--- config.mk ---
export PLATFORM = sky130hd
export DESIGN_NAME = wide_add_seq
export DESIGN_NICKNAME = d
export VERILOG_FILES = /design/src/rtl/wide_add_seq.sv
export SDC_FILE = /design/constraint.sdc
export NUM_CORES = 1
export LEC_CHECK = 0
export ABC_AREA = 1
export ABC_CLOCK_PERIOD_IN_PS = 5550
export CAP_MARGIN = 0
export CELL_PAD_IN_SITES_DETAIL_PLACEMENT = 1
export CELL_PAD_IN_SITES_GLOBAL_PLACEMENT = 2
export CORE_MARGIN = 4
export CORE_UTILIZATION = 28
export DETAILED_ROUTE_END_ITERATION = 12
export GPL_TIMING_DRIVEN = 0
export PLACE_DENSITY = 0.86
export SLEW_MARGIN = 10
export SYNTH_ARGS = -nofsm -noshare
export SYNTH_HDL_FRONTEND = slang
export SYNTH_SLANG_ARGS = --single-unit
--- constraint.sdc ---
create_clock -name clk -period 5.55 [get_ports clk]
set_clock_uncertainty 0.05 [all_clocks]
set_input_delay 0.555 -clock clk [delete_from_list [all_inputs] [get_ports clk]]
set_output_delay 0.555 -clock clk [all_outputs]
set_load 0.1 [all_outputs]
--- src/rtl/wide_add_seq.sv ---
// Multi-beat wide adder/subtractor: one WORD_W-bit word per beat, LSW first,
// carry chained between beats through a word-level generate/propagate term.
module wide_add_seq #(
    parameter int WORD_W = 32,
    parameter int BEATS  = 4
) (
    input  logic              clk,
    input  logic              rst_n,
    input  logic              in_valid,
    output logic              in_ready,
    input  logic [WORD_W-1:0] in_a,
    input  logic [WORD_W-1:0] in_b,
    input  logic              in_sub,
    output logic              out_valid,
    input  logic              out_ready,
    output logic [WORD_W-1:0] out_sum,
    output logic              out_last,
    output logic              out_cout,
    output logic              out_ovf
);

    localparam int CNT_W = (BEATS > 1) ? $clog2(BEATS) : 1;
    localparam logic [CNT_W-1:0] CNT_LAST = CNT_W'(BEATS - 1);

    typedef enum logic [0:0] {
        ST_FIRST = 1'b0,
        ST_MID   = 1'b1
    } state_t;

    state_t             state_r, state_s;
    logic [CNT_W-1:0]   cnt_r, cnt_s;
    logic               carry_r, carry_s;
    logic               sub_r, sub_s;

    logic               accept_s;
    logic               first_s;
    logic               last_s;
    logic               op_sub_s;
    logic               cin_s;
    logic [WORD_W-1:0]  b_x_s;
    logic [WORD_W:0]    gen_sum_s;
    logic               gen_s;
    logic               prop_s;
    logic               cout_s;
    logic [WORD_W-1:0]  sum_s;
    logic               ovf_s;

    // Ready depends only on the output register, never on in_valid.
    assign in_ready = !out_valid || out_ready;
    assign accept_s = in_valid && in_ready;

    // Per-beat datapath: word G/P with the chained carry resolved as G | P&cin.
    always_comb begin
        first_s   = (state_r == ST_FIRST);
        op_sub_s  = first_s ? in_sub : sub_r;
        cin_s     = first_s ? in_sub : carry_r;
        b_x_s     = in_b ^ {WORD_W{op_sub_s}};
        gen_sum_s = {1'b0, in_a} + {1'b0, b_x_s};
        gen_s     = gen_sum_s[WORD_W];
        prop_s    = &(in_a ^ b_x_s);
        cout_s    = gen_s | (prop_s & cin_s);
        sum_s     = in_a + b_x_s + {{(WORD_W-1){1'b0}}, cin_s};
        ovf_s     = (in_a[WORD_W-1] == b_x_s[WORD_W-1]) && (sum_s[WORD_W-1] != in_a[WORD_W-1]);
        last_s    = (BEATS == 1) ? 1'b1 : (!first_s && (cnt_r == CNT_LAST));
    end

    // Next-state logic for the beat sequencer and carry/sub bookkeeping.
    always_comb begin
        state_s = state_r;
        cnt_s   = cnt_r;
        carry_s = carry_r;
        sub_s   = sub_r;
        if (accept_s) begin
            case (state_r)
                ST_FIRST: begin
                    sub_s = in_sub;
                    if (last_s) begin
                        carry_s = 1'b0;
                        cnt_s   = {CNT_W{1'b0}};
                        state_s = ST_FIRST;
                    end else begin
                        carry_s = cout_s;
                        cnt_s   = CNT_W'(1);
                        state_s = ST_MID;
                    end
                end
                ST_MID: begin
                    if (last_s) begin
                        carry_s = 1'b0;
                        cnt_s   = {CNT_W{1'b0}};
                        state_s = ST_FIRST;
                    end else begin
                        carry_s = cout_s;
                        cnt_s   = cnt_r + CNT_W'(1);
                        state_s = ST_MID;
                    end
                end
                default: begin
                    carry_s = 1'b0;
                    cnt_s   = {CNT_W{1'b0}};
                    sub_s   = 1'b0;
                    state_s = ST_FIRST;
                end
            endcase
        end else begin
            state_s = state_r;
        end
    end

    // Sequencer state register.
    always_ff @(posedge clk or negedge rst_n) begin
        if (!rst_n) begin
            state_r <= ST_FIRST;
            cnt_r   <= {CNT_W{1'b0}};
            carry_r <= 1'b0;
            sub_r   <= 1'b0;
        end else begin
            state_r <= state_s;
            cnt_r   <= cnt_s;
            carry_r <= carry_s;
            sub_r   <= sub_s;
        end
    end

    // Output register: a new beat may replace a word leaving in the same cycle.
    always_ff @(posedge clk or negedge rst_n) begin
        if (!rst_n) begin
            out_valid <= 1'b0;
            out_sum   <= {WORD_W{1'b0}};
            out_last  <= 1'b0;
            out_cout  <= 1'b0;
            out_ovf   <= 1'b0;
        end else if (accept_s) begin
            out_valid <= 1'b1;
            out_sum   <= sum_s;
            out_last  <= last_s;
            out_cout  <= last_s & cout_s;
            out_ovf   <= last_s & ovf_s;
        end else if (out_ready) begin
            out_valid <= 1'b0;
        end else begin
            out_valid <= out_valid;
        end
    end

endmodule

* Yosys cells after proc, flatten, opt, wreduce, memory -nomap -nowiden
Cells that the tools add are included.
W data, S select, Z words.
** Storage, ports and cells
- ROM bits :: 0
- Input bits :: 69
- Bits in latches :: 0
- Flip-flop bits (word level) :: 41
- Memories kept :: 0
- RAM bits :: 0
** Cells by class
- Magnitude comparators :: 0
- Multiply operators :: 0
- Divide/modulo/power cells :: 0
- Reduce and logical (&&, ||, !) cells :: 7
- $add $sub $neg :: 4
- Bitwise gates (word level) :: 7
- Shift operators :: 0
- Mux-type cells :: 9
- Equal/unequal tests :: 3
** Operators with widths (number)
- $xor A32 B32 Y32 :: 2
- $add A32 B32 Y33 :: 1
- $add A32 B1 Y32 :: 1
- $add A32 B32 Y32 :: 1
- $reduce_and A32 Y1 :: 1
- $mux W1 :: 7
- $pmux W2 S2 :: 1
- $and A1 B1 Y1 :: 3
- $logic_and A1 B1 Y1 :: 3
- $add A2 B1 Y2 const B :: 1
- $eq A2 B2 Y1 const B :: 1
- $mux W2 :: 1
- $reduce_bool A2 Y1 :: 1
- $eq A1 B1 Y1 :: 1
- $logic_not A1 Y1 :: 1
- $logic_or A1 B1 Y1 :: 1
- $ne A1 B1 Y1 :: 1
- $not A1 Y1 :: 1
- $or A1 B1 Y1 :: 1

* Depth between registers and ports, before layout
Gate-level depths: netlist of run 1.
- Word-level depth :: 7
- Gate-level depth with buffers :: 19

* Least setup slack after synthesis of run 1
No wires, ideal clock.
- Path kind :: register to register
- Start point :: register out_valid
- End point :: register out_sum[11]
- Setup time :: 76 ps
- Path buffers :: 2
- Slack :: 2757 ps
- Period minus slack after synthesis :: 2793 ps
- Data required time :: 5424 ps
- Arrival time :: 2666 ps
- Stages on the path, launching flop included :: 7
- Cells stage by stage :: dfrtp_1 > nand2_1 > nand2_1 > buf_2 > clkbuf_1 > nand2_1 > o21ai_1
** On the way
- Cells in the longest elaborated chain, start to end :: 3
** Ends and longest elaborated chain
- from (decl) :: line 14 : output logic out_valid,
- from (signal assigned) :: line 142 : out_valid <= out_valid;
- $logic_not A1 Y1 :: line 49 : assign in_ready = !out_valid || out_ready;
- $logic_or A1 B1 Y1 :: line 49
- named net in_ready :: line 10 : output logic in_ready,
- $logic_and A1 B1 Y1 :: line 50 : assign accept_s = in_valid && in_ready;
- to (signal assigned) :: line 129 : out_sum <= {WORD_W{1'b0}};
- to (signal assigned) :: line 135 : out_sum <= sum_s;
- to (decl) :: line 16 : output logic [WORD_W-1:0] out_sum,
The timed path passes the listed nets, and every way through them passes these cells.
A chain may end at the register's enable or synchronous reset.

* Final worst setup path of run 1
- Start point :: input in_sub
- End point :: register out_sum[29]
** On the way
- Cells in the longest elaborated chain, start to end :: 4
- Elaborated cells on any way between the ends :: 5
- Classes of those cells :: add/sub: 2; mux: 2; bitwise: 1
** Ends and longest elaborated chain
- from (decl) :: line 13 : input logic in_sub,
- $mux W1
- $xor A32 B32 Y32 :: line 57 : b_x_s = in_b ^ {WORD_W{op_sub_s}};
- $add A32 B32 Y32 :: line 62 : sum_s = in_a + b_x_s + {{(WORD_W-1){1'b0}}, cin_s};
- $add A32 B1 Y32 (*) :: line 62
Mark *: on every way between the ends. The rest lies on a longest branch, timed or not.

==> impl_metrics.yaml, run 1 <==
status:
  run_status: "complete, no violations"
global_routing:
  track_usage: 0.172
  use_met2: 0.305
  busiest_layer: "met2"
  met3_usage: 0.0158
  met1_usage: 0.230
  antenna_found_initial: 0
  grt_remaining_overflow: 0
  grt_pass1_wl_um: 25000
  grt_max_degree: 38
  grt_pass1_vias: 5028
worst_setup_path:
  rr_startpoint: "state_r"
  worstPathMaxFanout: 10
  path_class: "input port to flop"
  cp-startpoint: "in_sub"
  start_kind: "input port"
  endpoint: "out_sum[29]"
  r2r_slack_ps: 2330
  cp-end-kind: "flop"
  arrival_ps: 3450
  r2r-end: "out_sum[29]"
  worstPathRequired_ps: 5670
  reg2reg_depth: 15
clock_tree:
  cts.repair.resized: 0
  clock_latency_ps: 280
  clock_sinks: 41
  htreeDepth: 2
  numCtsBuffers: 5
  post-cts-setup-buffers: 0
  cts_root_buf: "clkbuf_16"
  clockBufferDepth: 2
  cts_hold_buf: 0
  clkSlewWorstSetupHoldPaths_ps: 60
  cts_tree: "built"
sta:
  setup_violations: 0
  slew-limit-headroom: 0.339
  max_freq_mhz: 300
  hold_viol_final: 0
  fin_crit_sh: 0.601
  final-max-slew-violation-count: 0
  fin_crit_ps: 3330
  fin_tns_setup_ps: 0
  rsz0062_at_grt: "false"
  tightest_slew_ps: 989
logic_synthesis:
  async_reset_ff_frac: 1.00
  synth_most_common_cell: "nand2_1"
  synth.area.top_cells: "nand2_1 25%, dfrtp_1 23%, inv_1 11%, ha_1 9.5%, xnor2_1 8.6%"
  yosys_register_bits: 41
  yosys_warnings: 0
  syn_inst: 733
  syn_area_um2: 4470
  ys_types: 25
  synth_top_area_frac: 0.248
  ys.flop_type: "dfrtp_1"
  synth_edf_count: 0
  synth_top_cell_by_area: "nand2_1"
  synth_nets: 838
  syn_avg_cell_area_um2: 6.09
  yosysSeqAreaShare: 0.230
  synth_common_cells: "295 x nand2_1, 125 x inv_1, 49 x nand3_1"
route:
  initialDrtViolationCount: 149
  drt_first_pass_iters: 4
  num_vias: 4860
  ant_nets: 0
  routedWlPerCell_um: 14.6
  vias_per_cell: 4.59
  routed_wl_um: 15400
  drc_errors: 0
placed_design:
  hpwl_um: 13500
  place_congestion: 0.832
  port_buffers: 105
final_layout:
  nNetsFinal: 951
  drive_above_1_share: 0.0614
  diodes: 0
  area_growth_pct: 34.0
floorplan:
  row_count: 45
  initial_core_util: 0.290
  io_pins: 106
  die_h_um: 134
  core_area_um2: 15400
  die_area_um2: 18000
  die_x_um: 134
min_path:
  hold_class: "input port to asynchronous set/reset pin"
job:
  maxCapViolations: 0
-- layer usage --
| layer | routed length, um | vias to the layer above |
|---|---|---|
| met5 | 0 | - |
| met4 | 142 | 0 |
| met3 | 570 | 11 |
| met2 | 7380 | 89 |
| met1 | 7300 | 2296 |
| li1 | - | 2464 |
-- placed cells by master, fill, tap and decap left out --
cell type and instances:
and2_1 3, nand4_1 8, nor3_1 4, xnor2_1 44, dfrtp_1 41, clkbuf_1 2
inv_1 125, o21bai_1 4, clkinv_2 1, nor2_2 6, nand3_2 1, buf_4 3
o21ai_0 17, ha_1 34, fa_1 2, buf_2 7, nor3_2 7, clkbuf_16 5
a21oi_1 23, clkdlybuf4s50_1 104, nand3_1 49, o21ai_2 1, or2_1 2, nor2_1 34
nand2_1 295, buf_12 1, nand2_2 14, bufinv_16 2, inv_2 4, o21ai_1 4
-- stage by stage --
stage                     utilization  hold WS [ps]  setup WS, ps  std cells  cell area, um^2
after floorplan                     -           209          2760        733             4470
after global placement          0.375           415          1930       1049             5780
after detailed placement        0.376           338          1910       1050             5800
after CTS                       0.388          38.5          2190       1058             5990
after global routing            0.388          42.3          2050       1058             5990
final                           0.388          41.8          2220       1058             5990
-- sequential cells by signal, indices dropped and copies added, names as in the netlist --
signal,cells
out_valid,1
cnt_r,2
sub_r,1
state_r,1
out_sum,32
out_cout,1
out_ovf,1
out_last,1
carry_r,1
-- kinds of logic (layout without fill, tap and decap cells) --
kind of cell / after synthesis / count (layout) / share of synthesized area
XOR/XNOR: 44 / 44 / 0.0863
AO/OA/AOI/OAI: 49 / 49 / 0.0580
buffers and inverters: 140 / 254 / 0.122
adder cells (fa/ha/maj): 36 / 36 / 0.104
AND/OR/NAND/NOR: 423 / 423 / 0.400
flip-flops: 41 / 41 / 0.230
-- layout make-up --
type                       count  area, um^2
fill                        2067        9440
multi-input combinational    552        2900
timing repair buffer         106        1070
sequential                    41        1030
inverter                     129         484
tap                          211         264
clock buffer                   5         125
clock inverter                 3        65.1
buffer                        11        60.1
-- worst min-delay path by stage --
stage	from	endpoint	slack, ps	cells after the start
2_1_floorplan	rst_n	carry_r	210	0
3_3_place_gp	out_sum[20]	out_sum[20]	410	2
3_5_place_dp	rst_n	out_sum[5]	340	1
4_1_cts	rst_n	out_sum[5]	40	1
5_1_grt	rst_n	out_sum[3]	40	1
6_report	rst_n	out_sum[5]	40	1
-- critical path: stages --
cell and delay (ps):
clkdlybuf4s50_1 420, nor2_1 100, inv_1 70, o21ai_2 200, buf_4 340, xnor2_1 100
ha_1 420, nand2_1 100, inv_1 80, nand2_1 100, nor3_1 340, and2_1 190
nand2_1 140, nand2_1 100, nand2_1 50, nand3_1 80, nand2_1 60
Power of run 1 is not shown: default switching activity piles up to over one toggle a cycle in this logic, so the estimate is an artifact.
==> run 2, diff against run 1 <==
--- a/config.mk
+++ b/config.mk
@@ -6,15 +6,15 @@
 export NUM_CORES = 1
 export LEC_CHECK = 0
 export ABC_AREA = 1
-export ABC_CLOCK_PERIOD_IN_PS = 5550
+export ABC_CLOCK_PERIOD_IN_PS = 2740
 export CAP_MARGIN = 0
 export CELL_PAD_IN_SITES_DETAIL_PLACEMENT = 1
 export CELL_PAD_IN_SITES_GLOBAL_PLACEMENT = 2
 export CORE_MARGIN = 4
-export CORE_UTILIZATION = 28
+export CORE_UTILIZATION = 24
 export DETAILED_ROUTE_END_ITERATION = 12
 export GPL_TIMING_DRIVEN = 0
-export PLACE_DENSITY = 0.86
+export PLACE_DENSITY = 0.78
 export SLEW_MARGIN = 10
 export SYNTH_ARGS = -nofsm -noshare
 export SYNTH_HDL_FRONTEND = slang
==> constraint.sdc (replaced) <==
create_clock -name clk -period 2.74 [get_ports clk]
set_clock_uncertainty 0.05 [all_clocks]
set_input_delay 0.274 -clock clk [delete_from_list [all_inputs] [get_ports clk]]
set_output_delay 0.274 -clock clk [all_outputs]
set_load 0.1 [all_outputs]
==> impl_metrics.yaml, run 2 (same netlist as run 1, synthesis figures left out) <==
final_layout:
  drive_above_1_share: 0.313
  largest_reg_flops: 32
  finalInstanceArea_um2: 7470
  multiInputGateArea_um2: 3930
  top_regs: "out_sum x32, cnt_r x2"
  nNetsFinal: 993
  final_cell_mix: "227 x nand2_1, 108 x inv_1, 103 x clkdlybuf4s50_1"
  finalCoreUtilization: 0.412
  fill_cells: 2235
  diodes: 0
  regArea_um2: 1030
  top_register: "out_sum"
  layout_commonest_cell: "nand2_1"
  area_growth_pct: 67.2
worst_setup_path:
  r2r_slack_ps: 110
  rr_startpoint: "state_r"
  start_kind: "flop"
  worst_path_max_delay_cell: "dfrtp_2"
  max_stage_delay_ps: 450
  path_class: "flop to flop"
  worstPathRequired_ps: 2860
  reg2reg_depth: 18
  path_cells: "nor2_4, inv_2, o21ai_4, buf_12, clkbuf_16, xnor2_4, ha_4, nand2_4, inv_4, nand2_4, nor3_4, nand2_2, nand2_4, nand2_2, nand2_1, nand2_1, nand3_2, nand2_1"
  cp-end-kind: "flop"
  arrival_ps: 2750
  r2r-end: "out_sum[17]"
  worstPathMaxFanout: 7
placed_design:
  place_ws_ps: -588
  postPlaceCellArea_um2: 5820
  port_buffers: 105
  hpwl_um: 13600
  place_congestion: 0.774
clock_tree:
  clock_latency_ps: 280
  clkSlewWorstSetupHoldPaths_ps: 60
  cts_root_buf: "clkbuf_16"
  htreeDepth: 2
  clockBufferDepth: 2
  clock_sinks: 41
  numCtsBuffers: 5
  cts_tree: "built"
floorplan:
  io_pins: 106
  initial_core_util: 0.246
  die_h_um: 144
  core_area_um2: 18100
  row_count: 49
  die_x_um: 144
  die_area_um2: 20900
route:
  routed_wl_um: 17100
  initialDrtViolationCount: 110
  drc_errors: 0
  vias_per_cell: 4.43
  drt_first_pass_iters: 4
  ant_nets: 0
  routedWlPerCell_um: 15.3
  num_vias: 4951
sta:
  setup_violations: 0
  fin_ws_ps: 107
  max_freq_mhz: 380
  tightest_slew_ps: 988
  rsz0062_at_grt: "true"
  slew-limit-headroom: 0.339
  final-max-slew-violation-count: 0
  hold_viol_final: 0
  fin_crit_sh: 0.961
  fin_crit_ps: 2630
global_routing:
  grt_pass1_vias: 4874
  grt_max_degree: 36
  antenna_found_initial: 0
  track_usage: 0.152
  grt_pass1_wl_um: 25100
  grt_remaining_overflow: 0
min_path:
  hold_class: "input port to asynchronous set/reset pin"
job:
  maxCapViolations: 0
status:
  run_status: "complete, no violations"
run 2: cell count changes in the layout (fill, tap and decap cells not counted), sizes merged:
cell,previous run,this run
clkinv,1,2
buf,11,49
dlymetal6s2s,0,1
bufinv,2,0
dlygate4sd3,0,1
clkdlybuf4s50,104,103
clkbuf,7,11
run 2: repair_timing:
action / CTS / global route
hold buffers: 1 / 0
hold endpoints to repair: 6 / 0
setup buffers: 12 / 26
pin swaps: 16 / 80
gates resized for setup: 52 / 216
gates cloned: 0 / 3
endpoints found under the setup margin: 30 / 28
run 2: cell type report:
| cell class | instances | share of cell area |
|---|---|---|
| tap | 229 | 0.0384 |
| buffer | 11 | 0.0131 |
| multi-input combinational | 552 | 0.526 |
| sequential | 41 | 0.138 |
| timing repair buffer | 148 | 0.200 |
| clock buffer | 6 | 0.0173 |
| clock inverter | 2 | 0.00134 |
| inverter | 129 | 0.0665 |
run 2: per-stage QoR:
stage | TNS (ps) | hold WS, ps | cells
detailed placement | -11320 | 79.7 | 1068
global route | -292 | 332 | 1118
global placement | -10640 | 413 | 1067
finish | 0 | 315 | 1118
CTS | -107 | 318 | 1089
floorplan | 0 | -71.6 | 733
run 2: worst max path at each step:
stage | start | end | cells past startpoint
6_report | state_r | out_sum[17] | 18
5_1_grt | state_r | out_sum[29] | 17
4_1_cts | in_sub | out_sum[29] | 18
3_5_place_dp | in_sub | out_sum[29] | 17
3_3_place_gp | in_sub | out_sum[29] | 17
2_1_floorplan | state_r | out_sum[24] | 16
run 2: per-layer routing:
layer,up-vias,track usage,share of wire
met5,-,0,0
met4,0,0.0241,0.0059
met3,5,0.00860,0.030
met2,81,0.255,0.49
met1,2310,0.219,0.48
li1,2555,-,-
run 2: critical path: cells and delay by family (launching register included):
kind                     cells  cell delay, ps
flip-flops                   1             450
adder cells (fa/ha/maj)      1             350
AO/OA/AOI/OAI                1              70
XOR/XNOR                     1              70
AND/OR/NAND/NOR             11            1010
buffers and inverters        4             500
Power of run 2 is left out for the same reason.
==> edit, RTL diff (settings of run 2) <==
Set the parameter `WORD_W` to 16 (it was 32).
--- a/src/rtl/wide_add_seq.sv
+++ b/src/rtl/wide_add_seq.sv
@@ -2,5 +2,5 @@
 // carry chained between beats through a word-level generate/propagate term.
 module wide_add_seq #(
-    parameter int WORD_W = 32,
+    parameter int WORD_W = 16,
     parameter int BEATS  = 4
 ) (
Ports: changed (resized in_a, in_b and out_sum); port bits go from 106 to 58. The function was not compared with the original's and may differ.
==> edit against run 2 <==
- maximum frequency increased by 4.5%
- sequential cell count decreased by 16
- critical path depth decreased by 2
- count of clock-buffer cells in the layout decreased by 2
- register-to-register slack improved by 0.13 ns
- synthesized area decreased by 49%
- wire length decreased by 62%
- final area decreased by 58%
- hold slack improved by 0.12 ns
- highest routed layer unchanged
- via count decreased by 55%
- worst setup slack improved by 0.11 ns
- die area decreased by 47%
==> edit: results (changes against run 2) <==
** GRT
- The maximum number of pins on one net before global-route repair came to 26 (-28%).
- The met1 track demand over resource in global routing is 17.15% (-4.8 points).
- The total track usage came to 12.37% (-2.8 points).
- The via count of the first global-routing pass came to 2323 (-52%).
- The met2 global-route usage was 21.22% (-4.3 points).
- The met3 usage is 0.9265% (+0.067 points).
- The global-route wire length before repair is 11270 µm (-55%).

** Synthesis
- Share of the synthesized area in compound gates (AO/OA/AOI/OAI) :: 5.967% (+0.17 points)
- The share of synthesized cell area in full adder, half adder and majority cells came to 11.16% (+0.74 points).
- Total nets after synthesis :: 398 (-53%)
- Synthesized-area fraction occupied by xor and xnor cells :: 7.735% (-0.89 points)
- Most frequent cells after synthesis :: nand2_1, inv_1, dfrtp_1, nand3_1, xor2_1
- Sequential element share of the synthesized area :: 27.62% (+4.7 points)
- The count of cell types in the netlist is 28 (+12%).
- After synthesis, the cell types taking the most area are dfrtp_1, nand2_1, ha_1.

** Clock network
- CTS H-tree depth :: 1 (-1)
- Setup bufs post-CTS :: 2 (-10)
- Number of CTS-inserted buffers :: 3 (-2)
- Clock tree synthesis selected as its root buffer the cell clkbuf_8.
- The CTS clock-pin slew for the worst setup and hold paths is 0.08 ns (+0.02 ns).
- The number of cells upsized or downsized after cts came to 7 (-87%).
- Clk_lat worst skew :: 0.26 ns (-0.02 ns)

** Final layout
- # clk buffers :: 4 (-2)
- Number of multi-input logic gates :: 256 (-54%)
- Buffer share of cell area :: 21.18% (-0.10 points)
- The largest registers in the layout are out_sum: 16 flops, cnt_r: 2 flops.
- Filler cells :: 1161 (-48%)
- Fraction of layout instances using a drive strength above 1 :: 9.804% (-21 points)
- The number of nets in the layout was 465 (-53%).
- Area of combinational cells with multiple inputs :: 1429 µm² (-64%)
- Number of sequential cells :: 25 (-39%)
- The inverter count was 56 (-57%).
- The proportion of cell area spent on the clock network came to 1.449% (-0.41 points).

** Hold path
- Worst hold path type :: reg -> reg

** Route
- The total length of routed wires is 6555 µm (-62%).
- Vias per cell :: 4.314 (-2.6%)
- The detailed-route wire length on metal 1 came to 3258 µm (-60%).
- The routed length per placed instance came to 12.63 µm (-17%).
- Met2 layer wire length in the routed design :: 3026 µm (-64%)

** Place
- Cell area after placement :: 2974 µm² (-49%)
- PortBufs :: 57 (-46%)
- Placer's final routability congestion estimate :: 0.7557 (-2.4%)
- The instance count after placement with tap cells included is 510 (-52%).
- DP HPWL :: 5570 µm (-59%)
- The worst slack after detailed placement is -0.5844 ns (+0.003070 ns).

** Timing
- The normalized max-slew margin is 33.95% (about the same).

** Critical path
- Top cell family by delay on the critical path :: buffers and inverters
- Peak per-stage delay on the critical path :: 0.51 ns (+0.06 ns)

** Outcome
- Status :: completed
==> edit: cell types whose count changed after synthesis, moves of 16 or more <==
cell | run 2 | this run
xnor2_1 | 44 | 1
nand3_1 | 49 | 25
nor2_1 | 34 | 16
dfrtp_1 | 41 | 25
xor2_1 | 0 | 19
inv_1 | 125 | 51
ha_1 | 34 | 17
nand2_1 | 295 | 128
==> edit: path summary, 6_finish.rpt <==
path                                          from                       to  slack [ns]  cells after the start
setup reg to reg               state_r$_DFFE_PN0P_  out_sum[14]$_DFFE_PN0P_        0.24                     14
hold / removal             out_sum[11]$_DFFE_PN0P_  out_sum[11]$_DFFE_PN0P_        0.43                      2
min in group asynchronous                    rst_n   out_sum[1]$_DFFE_PN0P_        0.48                      2
hold reg to reg            out_sum[11]$_DFFE_PN0P_  out_sum[11]$_DFFE_PN0P_        0.43                      2
max in group asynchronous                    rst_n      state_r$_DFFE_PN0P_        1.75                      2
setup / recovery                            in_sub  out_sum[14]$_DFFE_PN0P_        0.22                     16
